`src/rtl/lmac_pkg.sv`:
```
// lmac_pkg
// Shared definitions for the LMAC receive path.
//   - Bit positions of the frame markers inside the 40-bit word control.
//   - Idle word constants used when a synthetic terminator word is built.
//   - State encoding of the frame admission controller.
package lmac_pkg;

   localparam int CTRL_PRE_SOF = 32;
   localparam int CTRL_SOF     = 33;
   localparam int CTRL_PRE_EOF = 34;
   localparam int CTRL_EOF     = 35;
   localparam int CTRL_ERR     = 36;

   // An idle word carries 0x07 in every byte and flags every byte as control
   localparam logic [255:0] IDLE_DATA = {32{8'h07}};
   localparam logic [31:0]  IDLE_CTRL = 32'hffff_ffff;

   typedef enum logic [1:0] {
      ST_IDLE,
      ST_PASS,
      ST_DISCARD,
      ST_TERM
   } admit_state_e;

endpackage

```
`src/rtl/rx_frame_cnt.sv`:
```
// rx_frame_cnt
// Three wrapping per-frame statistics counters, each advanced by one-cycle
// increment strobes.
// Ports:
//   clk_i, reset_i            clock and asynchronous active-high reset
//   incOk_i, incDrop_i,       increment strobes, one count per high cycle
//   incTrunc_i
//   framesOk_o, framesDrop_o, counter values, wrap modulo 2^CNT_W
//   framesTrunc_o
module rx_frame_cnt #(
   parameter int CNT_W = 16
) (
   input  logic             clk_i,
   input  logic             reset_i,
   input  logic             incOk_i,
   input  logic             incDrop_i,
   input  logic             incTrunc_i,
   output logic [CNT_W-1:0] framesOk_o,
   output logic [CNT_W-1:0] framesDrop_o,
   output logic [CNT_W-1:0] framesTrunc_o
);

   // Counters simply roll over at the top of their range; software reads
   // differences, so wrapping is harmless.
   always_ff @(posedge clk_i or posedge reset_i) begin
      if (reset_i) begin
         framesOk_o    <= '0;
         framesDrop_o  <= '0;
         framesTrunc_o <= '0;
      end else begin
         if (incOk_i)    framesOk_o    <= framesOk_o    + CNT_W'(1);
         if (incDrop_i)  framesDrop_o  <= framesDrop_o  + CNT_W'(1);
         if (incTrunc_i) framesTrunc_o <= framesTrunc_o + CNT_W'(1);
      end
   end

endmodule

```
`src/rtl/rx_frame_admit.sv`:
```
// rx_frame_admit
// Frame-level admission controller between the rx_100G datapath and the BR
// FIFO. Space is checked once per frame at its sof word, so every frame is
// written whole, dropped whole, or cut short with eof+err so the FIFO never
// holds an unterminated frame.
// Ports:
//   x_clk, reset        datapath clock, asynchronous active-high reset
//   linkup              link status from the RX datapath
//   we_in/data_in/      input word valid, 256-bit data, 40-bit control
//   ctrl_in             (ctrl_in[33]=sof, ctrl_in[35]=eof)
//   fifo_free           free words in the BR FIFO
//   fifo_we/fifo_data/  registered write port toward the BR FIFO,
//   fifo_ctrl           fifo_ctrl[36] marks an errored (cut) frame
//   frames_ok/_drop/    wrapping statistics counters
//   _trunc
//   ovf_err             sticky overflow flag, cleared only by reset
module rx_frame_admit
   import lmac_pkg::*;
#(
   parameter int MAX_WORDS = 48,
   parameter int FREE_W    = 10,
   parameter int CNT_W     = 16
) (
   input  logic              x_clk,
   input  logic              reset,
   input  logic              linkup,
   input  logic              we_in,
   input  logic [255:0]      data_in,
   input  logic [39:0]       ctrl_in,
   input  logic [FREE_W-1:0] fifo_free,
   output logic [255:0]      fifo_data,
   output logic [39:0]       fifo_ctrl,
   output logic              fifo_we,
   output logic [CNT_W-1:0]  frames_ok,
   output logic [CNT_W-1:0]  frames_drop,
   output logic [CNT_W-1:0]  frames_trunc,
   output logic              ovf_err
);

   localparam int WCNT_W = $clog2(MAX_WORDS + 1);
   localparam logic [WCNT_W-1:0] WCNT_LAST = WCNT_W'(MAX_WORDS - 1);
   localparam logic [FREE_W-1:0] FREE_MIN  = FREE_W'(MAX_WORDS);

   admit_state_e      state_q, state_d;
   logic [WCNT_W-1:0] wcnt_q, wcnt_d;
   logic              we_q, we_d;
   logic [255:0]      data_q, data_d;
   logic [39:0]       ctrl_q, ctrl_d;
   logic              ovf_q, ovf_d;
   logic              incOk, incDrop, incTrunc;
   logic              sof, eof, admit, startFrame, singleWord;
   logic [39:0]       passCtrl;
   logic              unusedCtrl;

   assign sof      = ctrl_in[CTRL_SOF];
   assign eof      = ctrl_in[CTRL_EOF];
   assign admit    = linkup && (fifo_free >= FREE_MIN);
   assign passCtrl = {4'b0000, ctrl_in[35:0]};

   // The top nibble of the input control carries nothing for this block
   assign unusedCtrl = ^ctrl_in[39:36];

   // Next-state logic. The per-state case decides what the word means for the
   // frame already open; an sof that must open a new frame only raises
   // startFrame, and the shared admission block below handles it the same way
   // from IDLE, from an eof+sof word in PASS and from an eof+sof word in
   // DISCARD. Within PASS the checks run overflow, eof, truncation, then
   // link loss, which is the required priority order.
   always_comb begin
      state_d    = state_q;
      wcnt_d     = wcnt_q;
      we_d       = 1'b0;
      data_d     = data_q;
      ctrl_d     = ctrl_q;
      ovf_d      = ovf_q;
      incOk      = 1'b0;
      incDrop    = 1'b0;
      incTrunc   = 1'b0;
      startFrame = 1'b0;
      case (state_q)
         ST_IDLE: begin
            if (we_in && sof) startFrame = 1'b1;
         end
         ST_PASS: begin
            if (we_in) begin
               if (fifo_free == '0) begin
                  ovf_d   = 1'b1;
                  state_d = ST_DISCARD;
               end else begin
                  we_d   = 1'b1;
                  data_d = data_in;
                  ctrl_d = passCtrl;
                  if (eof) begin
                     incOk   = 1'b1;
                     state_d = ST_IDLE;
                     wcnt_d  = '0;
                     if (sof) startFrame = 1'b1;
                  end else if (wcnt_q == WCNT_LAST) begin
                     ctrl_d[CTRL_EOF] = 1'b1;
                     ctrl_d[CTRL_ERR] = 1'b1;
                     incTrunc         = 1'b1;
                     state_d          = ST_DISCARD;
                     wcnt_d           = '0;
                  end else begin
                     wcnt_d = wcnt_q + WCNT_W'(1);
                  end
               end
            end else if (!linkup) begin
               state_d = ST_TERM;
            end
         end
         ST_DISCARD: begin
            if (we_in && eof) begin
               state_d = ST_IDLE;
               if (sof) startFrame = 1'b1;
            end
         end
         ST_TERM: begin
            we_d     = 1'b1;
            data_d   = IDLE_DATA;
            ctrl_d   = {3'b000, 1'b1, 1'b1, 3'b000, IDLE_CTRL};
            incTrunc = 1'b1;
            wcnt_d   = '0;
            state_d  = ST_IDLE;
         end
         default: state_d = ST_IDLE;
      endcase

      // Outside IDLE the eof bit of a shared word closes the previous frame,
      // so only from IDLE does eof make the new frame a single-word frame.
      singleWord = eof && (state_q == ST_IDLE);
      if (startFrame) begin
         if (admit) begin
            we_d   = 1'b1;
            data_d = data_in;
            ctrl_d = passCtrl;
            wcnt_d = WCNT_W'(1);
            if (singleWord) begin
               incOk   = 1'b1;
               state_d = ST_IDLE;
            end else begin
               state_d = ST_PASS;
            end
         end else begin
            incDrop = 1'b1;
            state_d = singleWord ? ST_IDLE : ST_DISCARD;
         end
      end
   end

   // All controller state and the FIFO write port are registered here, so
   // every output follows its input word by exactly one cycle and reset
   // abandons any open frame at once.
   always_ff @(posedge x_clk or posedge reset) begin
      if (reset) begin
         state_q <= ST_IDLE;
         wcnt_q  <= '0;
         we_q    <= 1'b0;
         data_q  <= '0;
         ctrl_q  <= '0;
         ovf_q   <= 1'b0;
      end else begin
         state_q <= state_d;
         wcnt_q  <= wcnt_d;
         we_q    <= we_d;
         data_q  <= data_d;
         ctrl_q  <= ctrl_d;
         ovf_q   <= ovf_d;
      end
   end

   assign fifo_we   = we_q;
   assign fifo_data = data_q;
   assign fifo_ctrl = ctrl_q;
   assign ovf_err   = ovf_q;

   // Counter strobes come from the same next-state logic as the write, so the
   // counters move on the same edge that raises fifo_we.
   rx_frame_cnt #(
      .CNT_W(CNT_W)
   ) uCnt (
      .clk_i        (x_clk),
      .reset_i      (reset),
      .incOk_i      (incOk),
      .incDrop_i    (incDrop),
      .incTrunc_i   (incTrunc),
      .framesOk_o   (frames_ok),
      .framesDrop_o (frames_drop),
      .framesTrunc_o(frames_trunc)
   );

endmodule

```
`config.mk`:
```
export PLATFORM = sky130hd
export DESIGN_NAME = rx_frame_admit
export DESIGN_NICKNAME = d
export VERILOG_FILES = /design/src/rtl/lmac_pkg.sv /design/src/rtl/rx_frame_cnt.sv /design/src/rtl/rx_frame_admit.sv
export SDC_FILE = /design/constraint.sdc
export NUM_CORES = 1
export LEC_CHECK = 0
export ABC_AREA = 1
export CAP_MARGIN = 20
export CORE_AREA = 2 2 254 256
export DETAILED_ROUTE_END_ITERATION = 7
export DIE_AREA = 0 0 256 258
export PLACE_DENSITY_LB_ADDON = 0.05
export SYNTH_ARGS = -nofsm -noshare
export SYNTH_HDL_FRONTEND = slang
export SYNTH_HIERARCHICAL = 1
export SYNTH_SLANG_ARGS = --single-unit
export TNS_END_PERCENT = 100
```
`constraint.sdc`:
```
create_clock -name x_clk -period 38.1 [get_ports x_clk]
set_clock_uncertainty 0.15 [all_clocks]
set_input_delay 11.43 -clock x_clk [delete_from_list [all_inputs] [get_ports x_clk]]
set_output_delay 11.43 -clock x_clk [all_outputs]
set_load 0.05 [all_outputs]
```
Word-level counts from Yosys, hierarchy flattened
Index checks and enable logic that the tools add are counted.
{"block": "word_totals", "latchBits": 0, "output_inout_bits": 346, "elab_cells": 86, "inputBits": 310, "reg_bits": 354, "mem_bits_ro": 0, "mem_bits_rw": 0, "mem_count": 0}
{"block": "op_classes", "order_cmp": 1, "shift": 0, "n_bitwise": 0, "eq_ne": 7, "mux": 56, "n_div": 0, "multipliers": 0, "reduce_logical": 9, "n_addsub": 4}
{"operator": "two-way mux 256 bit", "n": 4}
{"operator": "one-hot mux 256 bit (2 select lines)", "n": 1}
{"operator": "two-way mux 40 bit", "n": 4}
{"operator": "one-hot mux 40 bit (2 select lines)", "n": 1}
{"operator": "adder 16 x 1 -> 16 bit (second input constant)", "n": 3}
{"operator": "two-way mux 6 bit", "n": 6}
{"operator": "two-way mux 1 bit", "n": 24}
{"operator": "two-way mux 2 bit", "n": 11}
{"operator": "one-hot mux 6 bit (2 select lines)", "n": 1}
{"operator": ">= comparator 10 x 6 -> 1 bit (second input constant)", "n": 1}
{"operator": "logical NOT 10 bit", "n": 1}
{"operator": "adder 6 x 1 -> 6 bit (second input constant)", "n": 1}
{"operator": "equality test 6 bit (second input constant)", "n": 1}
{"operator": "inequality test 6 bit (second input constant)", "n": 1}
{"operator": "one-hot mux 2 bit (3 select lines)", "n": 1}
{"operator": "equality test 2 bit (second input constant)", "n": 2}
{"operator": "logical AND 1 bit", "n": 4}
{"operator": "inequality test 4 bit (second input constant)", "n": 1}
{"operator": "one-hot mux 1 bit (2 select lines)", "n": 2}
{"operator": "AND reduction 4 bit", "n": 1}
{"operator": "nonzero test 4 bit", "n": 1}
{"operator": "inequality test 3 bit (second input constant)", "n": 1}
{"operator": "one-hot mux 1 bit (3 select lines)", "n": 1}
{"operator": "AND reduction 3 bit", "n": 1}
{"operator": "2 further kinds", "n": 2}

Longest topological paths before layout
Gate-level depths: netlist of run 1.
{"block": "depth", "word_depth": 8, "ltp_mapped": 17, "depth_no_buf": 16}

Hierarchy
Netlist of run 1, hierarchy kept.
{"module": "rx_frame_admit", "instances": 1, "cells_each": 1437, "seq_area_each_um2": 7657.3, "area_per_inst_um2": 12702.2}
{"module": "rx_frame_cnt", "instances": 1, "cells_each": 260, "seq_area_each_um2": 1201.2, "area_per_inst_um2": 2351.0}

Worst setup path before layout of run 1
Ideal clock, no wire load.
{"block": "synth_path", "kind": "input port to flip-flop", "start": "input port fifo_free[6]", "end": "register uCnt.framesOk_o[13]", "required_time_ns": 37.837, "setup_ns": 0.113, "cell_stages": 16, "arrival_time_ns": 13.311, "path_slack_ns": 24.526, "path_buffers": 1, "cell_sequence": "nor2_1 nand2_1 nor2_1 nand2_2 nand3b_4 nand2_2 nand3_4 buf_1 o21ai_0 nand2_1 nor2_2 nand2_1 nor2_2 nand3_1 nand2_1 inv_1"}
{"block": "synth_between", "elab_chain_cells": 7, "word_cells_on_any_way": 12, "classes_between": "order compare: 1; mux: 9; reduce/logical: 2"}
{"element": "start, declared", "line": "rx_frame_admit.sv:30", "source": "input logic [FREE_W-1:0] fifo_free,"}
{"element": "logical NOT 10 bit", "line": "rx_frame_admit.sv:86", "source": "if (fifo_free == '0) begin"}
{"element": "two-way mux 1 bit", "line": "rx_frame_admit.sv:86"}
{"element": "two-way mux 1 bit", "line": "rx_frame_admit.sv:85", "source": "if (we_in) begin"}
{"element": "two-way mux 1 bit", "line": "rx_frame_admit.sv:80", "source": "case (state_q)"}
{"element": "two-way mux 1 bit", "line": "rx_frame_admit.sv:138", "source": "if (singleWord) begin"}
{"element": "two-way mux 1 bit", "line": "rx_frame_admit.sv:133", "source": "if (admit) begin"}
{"element": "two-way mux 1 bit (*)", "line": "rx_frame_admit.sv:132", "source": "if (startFrame) begin"}
{"element": "net incOk", "line": "rx_frame_admit.sv:50", "source": "logic incOk, incDrop, incTrunc;"}
{"element": "end signal, assigned", "line": "rx_frame_cnt.sv:31", "source": "if (incOk_i) framesOk_o <= framesOk_o + CNT_W'(1);"}
{"element": "end, declared", "line": "rx_frame_cnt.sv:18", "source": "output logic [CNT_W-1:0] framesOk_o,"}
The timed path passes the listed nets; every way through them passes the cells marked *.
A chain may end at the register's enable or synchronous reset.

Worst setup path after layout of run 1
{"block": "layout_path", "start": "input port we_in", "end": "register data_q[147] (netlist: fifo_data[147])"}
{"block": "layout_between", "elab_chain_cells": 4, "word_cells_on_any_way": 10, "classes_between": "mux: 8; reduce/logical: 2"}
{"element": "start, declared", "line": "rx_frame_admit.sv:27", "source": "input logic we_in,"}
{"element": "two-way mux 256 bit (tied with other cells)", "line": "rx_frame_admit.sv:85"}
{"element": "one-hot mux 256 bit (2 select lines) (tied with other cells)", "line": "rx_frame_admit.sv:80"}
{"element": "two-way mux 256 bit or one-hot mux 1 bit (3 select lines) (tied branches)", "line": "rx_frame_admit.sv:133, rx_frame_admit.sv:80"}
{"element": "two-way mux 256 bit (*)", "line": "rx_frame_admit.sv:132"}
{"element": "net data_d[147]", "line": "rx_frame_admit.sv:47", "source": "logic [255:0] data_q, data_d;"}
{"element": "end signal, assigned", "line": "rx_frame_admit.sv:166", "source": "data_q <= data_d;"}
{"element": "end, declared", "line": "rx_frame_admit.sv:47"}
Marked as above.

==> summary.md, run 1 <==
| Metric | Value |
|---|---|
| Arr. time, crit path | between 15 and 20 ns |
| R2R Setup Slk | 33.21 ns |
| Skew-Pair Late Insertion Delay | 0.57 ns |
| GRT Util Overall | 0.187 |
| 1st-iter DRT viols | around 800 |
| Share of cells above drive strength 1 | 0.0533 |
| Die Ht | between 200 and 300 µm |
| Least-Margin Pin Slew | ~1.1 ns |
| Tot Pwr | approximately 2.3 mW |
| # DRC | 0 |
| CTS sink cnt | 354 |
| Setup ws final | between 20 and 25 ns |
| I/O Pins | about 660 |
| Final net count | approximately 2600 |
| Startpoint Class | input pin |
| Initial antenna violation count | 21 |
| Vias in the first global route | around 14000 |
| Antenna viol nets, final | 0 |
| Final GP Congestion | between 0.8 and 0.9 |
| Flops & latches, synth | roughly 350 |
| Post-Syn Area | about 15000 µm² |
| Critical Path RT | between 30 and 40 ns |
| First-pass GRT wire length | between 90 and 100 mm |
| Achievable Freq | approximately 0.065 GHz |
| Leak | between 10 and 15 nW |
| DP Wirelength | around 44 mm |
| DR WL met2 | around 31 mm |
| CTS resizes | 0 |
| Top cell type's share of synthesized area | 0.588 |
| Worst r2r dst | fifo_data[147]$_DFF_PP0_ |
| Maximum VDD drop | approximately 43 µV |
| Post-Route M1 WL | 25.4 mm |
| Clk buf depth | 3 |
| Fillcell total | about 6500 |
| Max-slew violations | 0 |
| Seq/Total Area, Yosys | 0.588 |
| Initial Util | 0.237 |
| Routed wire per std cell | between 15 and 20 µm |
| Met3 Routed Length | between 5 and 6 mm |
| Root buf cell | clkbuf_16 |
| Top cells by area, synth | dfrtp_1, nand2_1, nand3_1 |
| DP Worst Slack | around 22 ns |
| Critical path endpoint | fifo_data[147]$_DFF_PP0_ |
| I/O Buffers | 651 |
| Post-CTS Repair Setup Buffers | 0 |
| Ys Warns | 6 |
| Fin area | between 20000 and 25000 µm² |
| CP Cell Sequence | clkdlybuf4s50_1, nand2_1, nor2_2, inv_4, nand2_8, buf_4, buf_4, nand2_1, nand2_1 |
| Area of placed instances | 22300 µm² |
| Area Growth Syn to Fin | 58.5% |
| Path depth of the worst reg2reg path | 10 |
| Setup TNS | 0 ns |
| Mapped Cells | roughly 1700 |
| Total CTS buffers | between 40 and 50 |
| WL final | about 64 mm |
| Core box area | 63600 µm² |
| Post-Syn Nets | between 2000 and 2500 |
| Main flop type after synthesis | dfrtp_1 |
| Min-delay src | ovf_err$_DFFE_PP0P_ |
| Reg-to-reg critical path startpoint | state_q[1]$_DFFE_PP0P_ |
| Max cap viols | 0 |
| Tcrit/Tclk final | 0.405 |
| Gr ovfl total | 0 |
| Distinct cell type count after synthesis | 31 |
| Most used cell, CP | nand2_1 |
| Critical path depth in cells | 9 |
| Vias per inst | approximately 4.4 |
| Die X | between 200 and 300 µm |
| Post-synth EDFFs | 0 |
| Crit path max-delay family | buffers and inverters |
| Final hold vios | 0 |
| Synth Area per Inst | 8.87 µm² |
| Vias | 13978 |
| CP Capture Type | flop |
| Top sig layer | met5 |
| Tmin final | 15.45 ns |
| Slowest Stage Delay on Critical Path | roughly 0.8 ns |
| Core Rows | 93 |
| Critical Path Source | we_in |
| Iteration count of the initial detailed-routing pass | 5 |
| Largest net degree at the start of global routing | 151 |
| Die Area | between 60000 and 70000 µm² |
| HP Class | flop to flop |
| Buffer and inverter count on the worst path | 4 |
| PD cells | a little under 100 nW/µm² |
| Slew Limit Headroom | 0.241 |
| # hold bufs at CTS | 0 |
| CP Max Fanout | 150 |
| Synth async-reset ratio | 1.00 |
| H-tree levels | 2 |
| CTS tree | done |
| RSZ-0062 raised after global routing | no |
| Final setup fails | 0 |
| Outcome | finished clean |
| CP max stage cell | buf_4 |
| Crit Path Category | input pin to flop |
| Area leader, netlist | dfrtp_1 |
| Clk slew on worst S/H paths | 0.05 ns |
## cell type report
| type | count | area, µm² | area share |
|---|---|---|---|
| Clock inverter | 10 | 129 | 0.00540 |
| Multi-Input combinational cell | 1162 | 5420 | 0.227 |
| Clock buffer | 67 | 1390 | 0.0583 |
| Timing Repair Buffer | 665 | 6690 | 0.280 |
| Inverter | 70 | 274 | 0.0115 |
| Antenna cell | 12 | 30.0 | 0.00126 |
| Sequential cell | 354 | 8860 | 0.371 |
| Tap cell | 855 | 1070 | 0.0448 |
## kinds of logic after synthesis
logic type / after synthesis / share of synthesized area
XOR/XNOR: 33 / 0.0192
AND/OR/NAND/NOR: 910 / 0.261
adder cells (fa/ha/maj): 8 / 0.00665
flip-flops: 354 / 0.588
multiplexers: 2 / 0.00150
AO/OA/AOI/OAI: 209 / 0.0697
buffers and inverters: 181 / 0.0532
## synth_stat cells, types with 12 or more instances
cell type	number
nand2_1	568
inv_1	66
xor2_1	19
nor2_1	39
dfrtp_1	354
buf_2	67
xnor2_1	14
o21ai_1	97
a21oi_1	100
nand3_1	256
clkbuf_1	30
nand4_1	12
## worst reg2reg max path: stages (launching register included)
cell     delay, ns
dfrtp_1       0.43
inv_1         0.10
ha_1          0.33
nand2_1       0.19
nor2_2        0.33
inv_4         0.34
nand2_8       0.79
buf_4         0.95
buf_4         0.79
nand2_1       0.28
nand2_1       0.13
## report_power, final
part           total [mW]  switching [mW]  internal, mW
Combinational        1.26           0.867         0.397
Clock               0.442           0.171         0.270
Sequential          0.619          0.0887         0.531
Total                2.32            1.13          1.20
## how the worst min path moves through the flow
| stage | end | cells past startpoint |
|---|---|---|
| 2_1_floorplan | state_q[1]$_DFFE_PP0P_ | 2 |
| 3_3_place_gp | ovf_err$_DFFE_PP0P_ | 1 |
| 3_5_place_dp | ovf_err$_DFFE_PP0P_ | 1 |
| 4_1_cts | ovf_err$_DFFE_PP0P_ | 1 |
| 5_1_grt | fifo_data[125]$_DFF_PP0_ | 2 |
| 6_report | ovf_err$_DFFE_PP0P_ | 1 |
## per-stage QoR
stage / hold slack (ns) / cells / utilization
6_report: 0.325 / 3195 / 0.375
4_1_cts: 0.333 / 3181 / 0.374
3_5_place_dp: 0.317 / 3104 / 0.350
5_1_grt: 0.371 / 3190 / 0.375
3_3_place_gp: 0.315 / 3103 / 0.349
2_1_floorplan: 0.377 / 1697 / -
## state kept, by name, indices dropped and copies added, names as in the netlist
name and flops:
fifo_ctrl 40, wcnt_q 6, uCnt/framesDrop_o 16, fifo_data 256, ovf_err 1, fifo_we 1
uCnt/framesOk_o 16, uCnt/framesTrunc_o 16, state_q 2
## placed cells by master, fill, tap and decap left out, types with 19 or more instances in the layout
cell | Yosys | layout
o21ai_1 | 97 | 97
clkbuf_16 | 0 | 47
dfrtp_1 | 354 | 354
nand2_1 | 568 | 568
inv_1 | 66 | 64
nand3_1 | 256 | 256
a21oi_1 | 100 | 100
nor2_1 | 39 | 39
xor2_1 | 19 | 19
clkdlybuf4s50_1 | 0 | 651
## metal layers
| layer | global-route usage | vias up |
|---|---|---|
| li1 | - | 6719 |
| met1 | 0.218 | 6681 |
| met2 | 0.315 | 475 |
| met3 | 0.0742 | 91 |
| met4 | 0.0609 | 12 |
| met5 | 0 | - |
Power figures use the tool's default switching activity.
==> inputs of run 2 (changes only) <==
CORE_AREA = 2 2 255 257   (was 2 2 254 256)
DIE_AREA = 0 0 257 259   (was 0 0 256 258)
clock period = 14.3 ns   (was 38.1 ns; I/O delays follow)
==> run 2 against run 1 <==
  * Critical path depth is the same
  * Power grew to 2.6 times the previous value
  * Wire length grew 1.1%
  * Sequential power grew to 2.7 times the previous value
  * Final area shrank 0.32%
  * Via count grew 0.31%
  * First-iteration DRC count shrank 0.50%
  * Register-to-register slack lost 23 ns
  * Worst setup slack lost 16 ns
  * Critical endpoint is now fifo_data[74]$_DFF_PP0_
==> summary.md, run 2 (same netlist as run 1, synthesis figures left out) <==
| Metric | Value |
|---|---|
| PD cells | 259 nW/µm² (+170%) |
| Crit Path Category | input pin to flop |
| Total CTS buffers | 46 (+2.2%) |
| Slew Limit Headroom | 0.259 (+0.0176) |
| Critical Path RT | 14.65 ns (-23.79 ns) |
| WL final | 64.5 mm (+1.1%) |
| Min-delay src | ovf_err$_DFFE_PP0P_ |
| Hold depth | 1 (unchanged) |
| Reg-to-reg critical path startpoint | state_q[1]$_DFFE_PP0P_ |
| Arr. time, crit path | 8.06 ns (-7.73 ns) |
| Final setup fails | 0 (unchanged) |
| Setup ws final | 6.59 ns (-16.06 ns) |
| Iteration count of the initial detailed-routing pass | 4 (-1) |
| Post-CTS Repair Setup Buffers | 0 (unchanged) |
| Final net count | 2616 (unchanged) |
| I/O Pins | 656 (unchanged) |
| Tmin final | about 7.7 ns |
| Gr ovfl total | 0 (unchanged) |
| Achievable Freq | about 0.13 GHz |
| Initial Util | 0.236 (-0.000862) |
| Max cap viols | 0 (unchanged) |
| 1st-iter DRT viols | 799 (-0.50%) |
| CP max stage cell | buf_4 |
| Most frequent cells in the layout | clkdlybuf4s50_1, nand2_1, dfrtp_1 |
| Leak | 10.7 nW (-0.45%) |
| Most used cell, CP | nand2_1 |
| # hold bufs at CTS | 0 (unchanged) |
| Crit path max-delay family | simple AND/OR/NAND/NOR gates |
| RSZ-0062 raised after global routing | no |
| Skew-Pair Late Insertion Delay | 0.57 ns (about the same) |
| Largest net degree at the start of global routing | 155 (+2.6%) |
| Antenna viol nets, final | 0 (unchanged) |
| Root buf cell | clkbuf_16 |
| Routed wire per std cell | 20.1 µm (+0.92%) |
| CP Max Fanout | 138 (-8.0%) |
| DP Worst Slack | 5.99 ns (-15.75 ns) |
| First-pass GRT wire length | 95.5 mm (+1.4%) |
| Vias | 14022 (+0.31%) |
| Maximum VDD drop | 133 µV (+210%) |
| Tot Pwr | 6.15 mW (+160%) |
| Vias in the first global route | 14394 (+2.1%) |
| Path depth of the worst reg2reg path | 10 (unchanged) |
| Core Rows | 93 (unchanged) |
| I/O Buffers | 651 (unchanged) |
| CTS tree | done |
| DP Wirelength | 44.8 mm (+1.3%) |
| Tcrit/Tclk final | 0.539 |
| Die X | 257 µm (+0.39%) |
| Least-Margin Pin Slew | 1.11 ns (-0.0264 ns) |
| Die Area | 66600 µm² (+0.78%) |
| Share of cells above drive strength 1 | 0.0506 (-0.00266) |
| Clk slew on worst S/H paths | 0.06 ns (about the same) |
| CTS resizes | 0 (unchanged) |
| Final hold vios | 0 (unchanged) |
| Outcome | finished clean |
| Final GP Congestion | 0.830 (+0.53%) |
| Buffer and inverter count on the worst path | 2 (-2) |
| Setup TNS | 0 ns (unchanged) |
| GRT Util Overall | 0.189 (+0.00141) |
| Slowest Stage Delay on Critical Path | 0.89 ns (+0.09 ns) |
| Clk buf depth | 3 (unchanged) |
| CP Cell Sequence | clkdlybuf4s50_1, nand2_1, nand3b_4, nand2_2, nand3_4, nand2_8, buf_4, nand2_1, o21ai_1 |
| CTS sink cnt | 354 (unchanged) |
| Area Growth Syn to Fin | 58.0% |
| R2R Setup Slk | 10.03 ns (-23.18 ns) |
| Max-slew violations | 0 (unchanged) |
| # DRC | 0 (unchanged) |
| Worst r2r dst | fifo_data[74]$_DFF_PP0_ |
| Core box area | 63900 µm² (+0.37%) |
| H-tree levels | 2 (unchanged) |
| Die Ht | 259 µm (+0.39%) |
| Initial antenna violation count | 17 (-19%) |
| CP Capture Type | flop |
| Commonest non-fill, non-tap cell in the layout | clkdlybuf4s50_1 |
| Max reg flops | 256 (unchanged) |
| Startpoint Class | input pin |
| WHS Endpoint | ovf_err$_DFFE_PP0P_ |
| Vias per inst | 4.38 (+0.16%) |
| HP Class | flop to flop |
==> run 2: cell count changes in the layout (fill, tap and decap cells not counted) <==
cell       delta
clkbuf_1     +10
bufinv_16     -3
clkbuf_8      -3
clkbuf_16     +2
buf_16        -1
diode_2       +1
inv_6         -1
==> run 2: per-stage QoR <==
| stage | instances | instance area (µm²) | hold slack [ns] | utilization |
|---|---|---|---|---|
| detailed placement | 3104 | 22300 | 0.320 | 0.348 |
| CTS | 3186 | 23700 | 0.336 | 0.371 |
| floorplan | 1697 | 15100 | 0.377 | - |
| finish | 3200 | 23800 | 0.333 | 0.372 |
| global route | 3195 | 23800 | 0.365 | 0.372 |
| global placement | 3103 | 22200 | 0.316 | 0.348 |
==> run 2: power by group <==
group          internal (mW)  switching [mW]  total, mW
Combinational           1.05            2.33       3.38
Sequential              1.41           0.233       1.65
Clock                  0.680           0.454       1.13
==> run 2: worst register-to-register path, delay by kind of cell, from the launching register on <==
family | cells | cell delay (ns)
AND/OR/NAND/NOR | 6 | 1.96
AO/OA/AOI/OAI | 1 | 0.13
buffers and inverters | 2 | 1.22
flip-flops | 1 | 0.43
adder cells (fa/ha/maj) | 1 | 0.31
==> run 2: area by class of cell <==
cell class,count,area (µm²)
fillers,6512,40100
flip-flops and latches,354,8860
repair buffers,664,6660
multi-input cells,1162,5420
clock buffers,76,1440
well taps,855,1070
inverters,70,274
diodes,13,32.5
clock inverters,6,30.0
==> run 2: worst max-delay path by stage <==
stage / from / end / cells past startpoint
2_1_floorplan: reset / fifo_ctrl[0]$_DFF_PP0_ / 1
3_3_place_gp: we_in / fifo_ctrl[10]$_DFF_PP0_ / 9
3_5_place_dp: we_in / fifo_data[112]$_DFF_PP0_ / 9
4_1_cts: we_in / fifo_data[112]$_DFF_PP0_ / 9
5_1_grt: we_in / fifo_data[112]$_DFF_PP0_ / 9
6_report: we_in / fifo_data[74]$_DFF_PP0_ / 9
==> run 2: routing by layer <==
metal / wire (µm) / GRT usage
met5: 56 / 0
met4: 1570 / 0.0623
met3: 6090 / 0.0763
met2: 31100 / 0.315
met1: 25700 / 0.220
==> inputs of run 3 (changes only) <==
clock period = 7.6 ns   (was 14.3 ns; I/O delays follow)
==> run 3 against run 2 <==
  * Register-to-register slack worse by 5.9 ns
  * Non-clock buffer count up 2
  * Sequential cell count unchanged
  * Wire length down 0.91%
  * Final cell count down 0.19%
  * Critical endpoint is now fifo_data[149]$_DFF_PP0_
  * Largest cell class unchanged
  * Largest power group unchanged
==> summary.md, run 3 (same netlist as run 1, synthesis figures left out) <==
| Metric | Value |
|---|---|
| DP Wirelength | 44.5 mm (-0.75%) |
| Min-delay src | ovf_err$_DFFE_PP0P_ |
| Max cap viols | 0 (unchanged) |
| Arr. time, crit path | 5.34 ns (-2.72 ns) |
| R2R Setup Slk | 4.08 ns (-5.95 ns) |
| Die Area | 66600 µm² (unchanged) |
| Initial Util | 0.236 (unchanged) |
| Most frequent cells in the layout | clkdlybuf4s50_1, nand2_1, dfrtp_1 |
| Area Growth Syn to Fin | 57.9% (about the same) |
| Setup ws final | 2.61 ns (-3.97 ns) |
| HP Class | flop to flop |
| CTS resizes | 0 (unchanged) |
| Skew-Pair Late Insertion Delay | 0.57 ns (about the same) |
| Share of cells above drive strength 1 | 0.0510 (+0.000407) |
| CTS sink cnt | 354 (unchanged) |
| Sequential Power Share | 0.269 (+0.002) |
| Vias per inst | 4.39 (+0.14%) |
| Worst r2r dst | uCnt/framesOk_o[13]$_DFFE_PP0P_ |
| Top sig layer | met5 |
| Final net count | 2618 (+0.076%) |
| Final setup fails | 0 (unchanged) |
| Final hold vios | 0 (unchanged) |
| Die Ht | 259 µm (unchanged) |
| Cell Int Power | 5.89 mW (+87%) |
| Hold depth | 1 (unchanged) |
| # DRC | 0 (unchanged) |
| Iteration count of the initial detailed-routing pass | 5 (+1) |
| Vias | 14016 (-0.043%) |
| Clock share of power | 0.181 (-0.003) |
| Routed wire per std cell | 20.0 µm (-0.72%) |
| Post-CTS Repair Setup Buffers | 0 (unchanged) |
| WHS Endpoint | ovf_err$_DFFE_PP0P_ |
| Sw Pwr | 5.65 mW (+88%) |
| # hold bufs at CTS | 0 (unchanged) |
| Max-slew violations | 0 (unchanged) |
| Least-Margin Pin Slew | 1.14 ns (+0.0293 ns) |
| Logic pwr share | 0.550 (+0.002) |
| 1st-iter DRT viols | 692 (-13%) |
| Core Rows | 93 (unchanged) |
| Max reg flops | 256 (unchanged) |
| Core box area | 63900 µm² (unchanged) |
| Commonest non-fill, non-tap cell in the layout | clkdlybuf4s50_1 |
| Largest net degree at the start of global routing | 177 (+14%) |
| Reg-to-reg critical path startpoint | state_q[1]$_DFFE_PP0P_ |
| WL final | 63.9 mm (-0.91%) |
| Total CTS buffers | 46 (unchanged) |
| PD cells | 486 nW/µm² (+88%) |
| Slew Limit Headroom | 0.240 (-0.0195) |
| Antenna viol nets, final | 0 (unchanged) |
| Initial antenna violation count | 19 (+2) |
| Outcome | finished clean |
| Critical Path RT | 7.95 ns (-6.70 ns) |
| Crit Path Category | input pin to flop |
| Startpoint Class | input pin |
| Switch share | 0.490 (about the same) |
| Maximum VDD drop | 233 µV (+75%) |
| CP Max Fanout | 81 (-41%) |
| Gr ovfl total | 0 (unchanged) |
| Post-Route M1 WL | 24.8 mm (-3.5%) |
| Leak | 10.6 nW (about the same) |
| GRT Util Overall | 0.187 (-0.00133) |
| CP Capture Type | flop |
| Root buf cell | clkbuf_16 |
| Setup TNS | 0 ns (unchanged) |
| Vias in the first global route | 14184 (-1.5%) |
| I/O Buffers | 651 (unchanged) |
| DP Worst Slack | 1.96 ns (-4.04 ns) |
| Tmin final | approximately 5.0 ns |
| Clk slew on worst S/H paths | 0.05 ns (about the same) |
| DR WL met2 | 30.8 mm (-0.77%) |
| Met3 Routed Length | 6.47 mm (+6.2%) |
| RSZ-0062 raised after global routing | no |
| Path depth of the worst reg2reg path | 14 (+4) |
| Final GP Congestion | 0.820 (-1.2%) |
| Die X | 257 µm (unchanged) |
| First-pass GRT wire length | 94.9 mm (-0.62%) |
| Final Util | 0.372 (about the same) |
| Clk buf depth | 3 (unchanged) |
| Tcrit/Tclk final | 0.656 |
| I/O Pins | 656 (unchanged) |
| Achievable Freq | about 0.20 GHz |
| H-tree levels | 2 (unchanged) |
| CTS tree | done |
==> run 3: worst max-delay path by stage <==
| stage | slack [ns] | end | start |
|---|---|---|---|
| 3_3_place_gp | 1.96 | uCnt/framesOk_o[13]$_DFFE_PP0P_ | we_in |
| 6_report | 2.61 | fifo_data[149]$_DFF_PP0_ | fifo_free[6] |
| 4_1_cts | 2.56 | fifo_data[149]$_DFF_PP0_ | fifo_free[6] |
| 2_1_floorplan | 1.10 | fifo_ctrl[0]$_DFF_PP0_ | reset |
| 5_1_grt | 2.27 | uCnt/framesOk_o[13]$_DFFE_PP0P_ | fifo_free[5] |
| 3_5_place_dp | 1.96 | fifo_data[149]$_DFF_PP0_ | fifo_free[6] |
==> run 3: power by group through the flow <==
stage | combinational, mW | sequential (mW) | clock (mW)
after global routing | 6.73 | 3.20 | 2.26
after CTS | 6.42 | 3.10 | 2.19
after global placement | 6.40 | 3.09 | 0
final | 6.35 | 3.10 | 2.09
after floorplan | 1.49 | 5.67 | 0
after detailed placement | 6.41 | 3.12 | 0
==> run 3: final cells by class <==
| class | instances | area (µm²) |
|---|---|---|
| flip-flops and latches | 354 | 8860 |
| fillers | 6521 | 40100 |
| clock buffers | 74 | 1390 |
| clock inverters | 7 | 38.8 |
| inverters | 70 | 270 |
| multi-input cells | 1162 | 5420 |
| repair buffers | 666 | 6700 |
| diodes | 6 | 15.0 |
| well taps | 855 | 1070 |
==> run 3: layer usage <==
layer	up-vias	track usage
li1	6727	-
met1	6684	0.218
met2	476	0.313
met3	105	0.0837
met4	24	0.0509
met5	-	0
==> run 3: metrics by stage <==
step	power, mW	hold WS [ns]	cell area [µm²]	instances
floorplan	7.16	0.377	15100	1697
global placement	9.49	0.315	22300	3105
detailed placement	9.53	0.324	22300	3106
CTS	11.7	0.340	23700	3187
global route	12.2	0.345	23800	3191
finish	11.5	0.332	23800	3194
==> run 3: critical path, cell delays in order <==
cell,delay (ns)
clkdlybuf4s50_1,0.40
nor2_1,0.16
nand2_1,0.13
nor2_1,0.14
nand2_2,0.13
nand3b_4,0.11
nand2_2,0.09
nand3_4,0.27
buf_4,0.49
buf_4,0.81
nand3_1,0.18
nand2_1,0.12
